<file path="src/rtl/qdiv_seq_pkg.sv">
// Shared definitions for the sequential signed-magnitude Q-format divider.
package qdiv_seq_pkg;

  localparam int unsigned Q_DEF = 16;
  localparam int unsigned N_DEF = 32;

  typedef enum logic [1:0] {
    IDLE = 2'd0,
    RUN  = 2'd1,
    DIVZ = 2'd2,
    DONE = 2'd3
  } state_t;

  // Number of restoring-division steps: (N-1) magnitude bits plus Q fraction bits.
  function automatic int unsigned iter_count(input int unsigned n, input int unsigned q);
    return n + q - 1;
  endfunction

endpackage

</file>
<file path="src/rtl/qdiv_seq.sv">
// Sequential signed-magnitude fixed-point divider, one quotient bit per clock.
module qdiv_seq
  import qdiv_seq_pkg::*;
#(
  parameter int unsigned Q = Q_DEF,
  parameter int unsigned N = N_DEF
) (
  input  logic         i_clk,
  input  logic         i_rst_n,
  input  logic         i_start,
  input  logic [N-1:0] i_dividend,
  input  logic [N-1:0] i_divisor,
  output logic         o_busy,
  output logic         o_done,
  output logic [N-1:0] o_result,
  output logic         o_ovf,
  output logic         o_div_zero
);

  localparam int unsigned ITER = iter_count(N, Q);
  localparam int unsigned CW   = $clog2(N + Q);

  state_t            state;
  logic [ITER-1:0]   dvd;
  logic [ITER-1:0]   quo;
  logic [N-1:0]      rem;
  logic [N-2:0]      dvsr;
  logic              sign;
  logic [CW-1:0]     step;

  logic [N-1:0]      rem_shift_c;
  logic              ge_c;
  logic [N-1:0]      rem_next_c;
  logic              ovf_c;

  // One restoring step: shift in the next dividend bit, subtract when it fits.
  always_comb begin
    rem_shift_c = {rem[N-2:0], dvd[ITER-1]};
    ge_c        = (rem_shift_c >= {1'b0, dvsr});
    rem_next_c  = ge_c ? (rem_shift_c - {1'b0, dvsr}) : rem_shift_c;
    ovf_c       = |quo[ITER-1:N-1];
  end

  // Control FSM, datapath registers and registered outputs.
  always_ff @(posedge i_clk or negedge i_rst_n) begin
    if (!i_rst_n) begin
      state      <= IDLE;
      dvd        <= '0;
      quo        <= '0;
      rem        <= '0;
      dvsr       <= '0;
      sign       <= 1'b0;
      step       <= '0;
      o_busy     <= 1'b0;
      o_done     <= 1'b0;
      o_result   <= '0;
      o_ovf      <= 1'b0;
      o_div_zero <= 1'b0;
    end else begin
      o_done <= 1'b0;
      case (state)
        IDLE: begin
          if (i_start) begin
            dvd        <= {i_dividend[N-2:0], {Q{1'b0}}};
            quo        <= '0;
            rem        <= '0;
            dvsr       <= i_divisor[N-2:0];
            sign       <= i_dividend[N-1] ^ i_divisor[N-1];
            step       <= '0;
            o_busy     <= 1'b1;
            o_ovf      <= 1'b0;
            o_div_zero <= 1'b0;
            state      <= (i_divisor[N-2:0] == '0) ? DIVZ : RUN;
          end
        end
        RUN: begin
          rem  <= rem_next_c;
          dvd  <= dvd << 1;
          quo  <= {quo[ITER-2:0], ge_c};
          step <= step + CW'(1);
          if (step == CW'(ITER - 1)) begin
            state <= DONE;
          end
        end
        DIVZ: begin
          state <= DONE;
        end
        DONE: begin
          o_done <= 1'b1;
          o_busy <= 1'b0;
          state  <= IDLE;
          if (dvsr == '0) begin
            o_result   <= {sign, {(N-1){1'b1}}};
            o_div_zero <= 1'b1;
          end else if (ovf_c) begin
            o_result <= {sign, {(N-1){1'b1}}};
            o_ovf    <= 1'b1;
          end else begin
            o_result <= {sign, quo[N-2:0]};
          end
        end
        default: state <= IDLE;
      endcase
    end
  end

endmodule

</file>
<file path="config.mk">
export PLATFORM = sky130hd
export DESIGN_NAME = qdiv_seq
export DESIGN_NICKNAME = d
export VERILOG_FILES = /design/src/rtl/qdiv_seq_pkg.sv /design/src/rtl/qdiv_seq.sv
export SDC_FILE = /design/constraint.sdc
export NUM_CORES = 1
export LEC_CHECK = 0
export CORE_AREA = 2 2 138 140
export CTS_CLUSTER_SIZE = 28
export DETAILED_ROUTE_END_ITERATION = 12
export DIE_AREA = 0 0 140 142
export HOLD_SLACK_MARGIN = 0.08
export PLACE_DENSITY = 0.73
export SKIP_CTS_REPAIR_TIMING = 1
export SLEW_MARGIN = 10
export SYNTH_ARGS = -nofsm -noshare
export SYNTH_HDL_FRONTEND = slang
export SYNTH_SLANG_ARGS = --single-unit
</file>
<file path="constraint.sdc">
create_clock -name i_clk -period 2.93 [get_ports i_clk]
set_input_delay 0.586 -clock i_clk [delete_from_list [all_inputs] [get_ports i_clk]]
set_output_delay 0.586 -clock i_clk [all_outputs]
set_load 0.01 [all_outputs]
</file>
After elaboration in Yosys (flattened, before gate mapping) --
Index checks and enable logic that the tools add are counted.
Storage, ports and cells: flip-flop bits (word level) 201, latch bits 0, memory bits (writable) 0, bits in read-only memories 0, bits of input ports 67, logic and storage cells 61, memories kept 0
Cells by class: add/sub/neg operators 2, multipliers 0, divide/modulo/power cells 0, $lt $le $gt $ge 1, equal/unequal tests 9, shift-type cells 0, muxes and demuxes 24, bitwise gates (word level) 1, reduce and logical (&&, ||, !) cells 12
Operators by type and width (number):
- 47-bit one-hot mux with 2 select lines | 2
- 31-bit 2-to-1 mux | 4
- 47-bit 2-to-1 mux | 2
- 31-bit zero test | 2
- 31-bit one-hot mux with 2 select lines | 1
- 32-bit by 31-bit greater-or-equal comparator with 1-bit output | 1
- 31-bit subtractor | 1
- 16-bit OR reduction | 1
- 6-bit one-hot mux with 2 select lines | 1
- 2-bit inequality test (second input constant) | 5
- 2-bit one-hot mux with 4 select lines | 1
- 2-bit AND reduction | 4
- 6-bit by 1-bit adder with 6-bit output (second input constant) | 1
- 6-bit == test (second input constant) | 1
- 1-bit 2-to-1 mux | 6
- 2-bit 2-to-1 mux | 3
- 6-bit 2-to-1 mux | 1
- 1-bit one-hot mux with 2 select lines | 3
- 2-bit == test (second input constant) | 2
- 4-bit AND reduction | 1
- 2-bit nonzero test | 2
- 3-bit AND reduction | 1
- 2-bit by 1-bit == test with 1-bit output (second input constant) | 1
- 2-bit zero test | 1
- 1-bit bitwise XOR | 1

Depth between registers and ports, before layout --
depth in word-level cells 4, gate-level depth with buffers 15, depth with buffers taken out 13

Worst setup path before layout --
Ideal clock, no wire load.
path type register to register, from reg dvd[46], to reg rem[27], arrival time 2.816 ns, required time 2.804 ns, slack -0.012 ns, stages on the path, launching flop included 15, buffers on the path 1, period minus slack after synthesis 2.942 ns, cells stage by stage dfrtp_1 -> inv_1 -> ha_1 -> inv_1 -> fa_1 -> a21oi_1 -> nand4b_1 -> a21boi_1 -> o31ai_1 -> a21oi_1 -> a2111oi_2 -> buf_4 -> mux2i_1 -> o21ai_0 -> a311o_1
On the way: word-level cells in the longest chain between the ends 3, elaborated cells on any way between the ends 4, those cells by class 1 x add/sub; 1 x order compare; 2 x mux
Ends and longest elaborated chain:
- start, declared | line qdiv_seq.sv:24 | logic [ITER-1:0] dvd;
- start signal, assigned | line qdiv_seq.sv:64 | dvd <= {i_dividend[N-2:0], {Q{1'b0}}};
- start signal, assigned | line qdiv_seq.sv:78 | dvd <= dvd << 1;
- 31-bit subtractor or 32-bit by 31-bit greater-or-equal comparator with 1-bit output (tied branches) | line qdiv_seq.sv:40, qdiv_seq.sv:39
- 31-bit 2-to-1 mux (*) | line qdiv_seq.sv:40 | rem_next_c = ge_c ? (rem_shift_c - {1'b0, dvsr}) : rem_shift_c;
- 31-bit one-hot mux with 2 select lines (*) | line qdiv_seq.sv:61 | case (state)
- end signal, assigned | line qdiv_seq.sv:77 | rem <= rem_next_c;
- end, declared | line qdiv_seq.sv:26 | logic [N-1:0] rem;
Mark *: on every way between the ends. The rest lies on a longest branch, timed or not. A chain may end at the register's enable or synchronous reset.

Worst setup path after layout --
from reg dvsr[4], to reg rem[27]
On the way: word-level cells in the longest chain between the ends 3, elaborated cells on any way between the ends 4, those cells by class 1 x add/sub; 1 x order compare; 2 x mux
Ends and longest elaborated chain:
- start, declared | line qdiv_seq.sv:27 | logic [N-2:0] dvsr;
- start signal, assigned | line qdiv_seq.sv:67 | dvsr <= i_divisor[N-2:0];
- 31-bit subtractor or 32-bit by 31-bit greater-or-equal comparator with 1-bit output (tied branches) | line qdiv_seq.sv:40, qdiv_seq.sv:39
- 31-bit 2-to-1 mux (*) | line qdiv_seq.sv:40
- 31-bit one-hot mux with 2 select lines (*) | line qdiv_seq.sv:61
Marks and branches as above.

==> metrics.cfg <==
[timing]
fin_ws_ns=0.06172
tightest_slew_ns=0.6800
finClkSkew_ns=0.01532
finalCriticalPeriod_ns=2.868
slew_headroom_pct=54.67
rsz0062_at_grt=true
fin_crit_sh_pct=97.89
fmax_mhz=348.6
whs_ns=0.1042
hold_violations=0
final.setup.tns_ns=0
setup_viol=0
slew_viol_final=0

[drt]
wl_mm=20.57
first_pass_iters=9
drt_iter0_markers=571
antenna_left=0
routedWlPerCell_um=16.52
vias=7169
viasPerCell=5.758
drc_errors=4

[setup_path]
path_class=flop to flop
crit_family=compound AO/OA/AOI/OAI gates
end_kind=flop
cp-start-kind=flop
cp_max_fo=5
crit_top_cell=a31oi_1
cp_cell_sequence=inv_1 > ha_1 > a21o_1 > a31oi_1 > o21ai_2 > a211o_1 > nor2_1 > o31ai_1 > a31oi_1 > nor4_1 > a311o_1
regToRegSetupSlack_ns=0.06
cp_num_buf_inv=1
cp.required_ns=3.24
cpPeakStageDelay_ns=0.38
critPathSlowestCell=dfrtp_1
cp.arrival_ns=3.18

[yosys]
yosysWarnings=0
synth_top_cell_by_area=dfrtp_1
yosysSeqAreaShare_pct=50.14
yosysTopAreaCellShare_pct=50.14
synth_area_leaders=dfrtp_1 (50%), ha_1 (4.9%), a22o_1 (4.6%)
async_flop_share_pct=100.0
ys.flop_type=dfrtp_1
ys_ff_latch=185
syn_nets=991
syn_avg_cell_area_sq_um=10.41
syn_area_sq_mm=0.009234
yosys.cell_types.count=54
synthCells=887
synth_edf_count=0

[floorplanning]
die_h_um=142
coreArea_sq_mm=0.01846
fp.dieArea_sq_mm=0.01988
start_util_pct=50.03
placementRows=50
io-pin-count=103
die_width_um=140

[grt]
grt-ovfl-total=0
grt_max_degree=61
grt_use_total_pct=21.50
grt_pass1_vias=6949
antenna_found_initial=0
grt_pass1_wl_mm=34.41

[outcome]
status=complete, but fails checks
violations=design-rule violations

[placed_design]
dp_hpwl_mm=14.43
placed_cell_area_sq_mm=0.01068
io_buffers=102
dp_slack_ns=-0.1115
gp_congestion=0.9452

[clocking]
clkSlewWorstSetupHoldPaths_ns=0.08
cts_buffers=17
cts_max_level=4
cts_tree=done
worstSkewPairLatency_ns=0.44
clock_path_buffers=2
cts.sink_count=185
cts_root_buf=clkbuf_16

[cells_and_area]
stdcell_area_sq_mm=0.01136
mostFrequentLayoutCells=dfrtp_1 (185), clkdlybuf4s50_1 (101), nand2_1 (87)
drive_gt1_share_pct=11.97
fin_nets=1102
layout_commonest_cell=dfrtp_1
antenna_cells=0
area_growth_pct=22.98

[power]
leakage_nw=5.209
peakVddDrop_mv=0.5204
power_density_mw_per_mm2=1133

[run]
max_cap_viol_count=0

[worst_hold_path]
hold_class=input port to asynchronous set/reset pin

[worst reg2reg max path: cells and delay by family (launching register included)]
family                   cells  cell delay (ns)
AO/OA/AOI/OAI                7             1.64
flip-flops                   1             0.38
adder cells (fa/ha/maj)      1             0.31
AND/OR/NAND/NOR              2             0.30
buffers and inverters        1             0.12
[routing by layer]
layer	GRT usage (%)	routed length [um]	vias to the layer above
met5	0	0	-
met4	7.230	374	0
met3	3.331	792	32
met2	35.13	9724	180
met1	29.71	9676	3512
li1	-	-	3445
[report_power, final]
group / internal, mW / switching (mW)
clock: 1.17 / 1.18
sequential: 3.44 / 0.598
combinational: 2.96 / 3.52
[flip-flops by register name, indices dropped and copies added (netlist names)]
name,count
sign,1
o_done,1
o_result,32
step,6
state,2
quo,47
o_busy,1
dvd,31
rem,31
o_div_zero,1
o_ovf,1
dvsr,31
[cells in the mapped netlist (4+ instances only)]
master,instances
o21a_1,5
a21o_1,11
o21ai_1,6
and2_1,5
nand4_1,12
mux2_2,32
a32oi_1,8
o31ai_1,5
o21bai_1,4
buf_4,5
dfrtp_1,185
nand3_1,7
o21ai_0,74
mux2i_1,39
clkbuf_1,36
o22a_1,31
xor2_1,15
nor2_1,39
nor4_1,21
nor3_1,5
inv_1,47
buf_1,7
nand2_1,88
ha_1,36
xnor2_1,15
a22o_1,48
a21oi_1,59
[metrics by stage]
step | power [mW] | cells | utilization, %
6_report | 12.87 | 1245 | 61.53
3_5_place_dp | 10.43 | 1210 | 57.88
3_3_place_gp | 10.28 | 1210 | 57.88
2_1_floorplan | 8.343 | 887 | -
5_1_grt | 13.82 | 1245 | 61.53
4_1_cts | 12.81 | 1242 | 61.22
[cells by family (layout without fill, tap and decap cells)]
| logic type | after synthesis | count (layout) | synth area share (%) |
|---|---|---|---|
| AO/OA/AOI/OAI | 272 | 272 | 19.77 |
| AND/OR/NAND/NOR | 196 | 196 | 9.837 |
| flip-flops | 185 | 185 | 50.14 |
| buffers and inverters | 96 | 220 | 4.187 |
| multiplexers | 71 | 71 | 8.130 |
| adder cells (fa/ha/maj) | 37 | 37 | 5.095 |
| XOR/XNOR | 30 | 30 | 2.846 |
[path summary, 6_finish.rpt]
| path | start | to | depth (start not counted) |
|---|---|---|---|
| max in group asynchronous | i_rst_n | dvsr[10] | 2 |
| max | dvsr[4] | rem[27] | 11 |
| min | i_rst_n | quo[24] | 1 |
| min reg2reg | dvd[29] | dvd[29] | 2 |
| max reg2reg | dvsr[4] | rem[27] | 11 |
| min in group i_clk | dvd[29] | dvd[29] | 2 |
[cell type report]
class                           instances  area, sq um
Tap cell                              234        292.8
Sequential cell                       185         4629
Inverter                               47        176.4
Multi-Input combinational cell        606         4273
Fill cell                            1517         7099
Timing Repair Buffer                  141         1369
Clock buffer                           17        425.4
Clock inverter                         15        190.2
No activity file was read; power rests on OpenSTA's default activity.
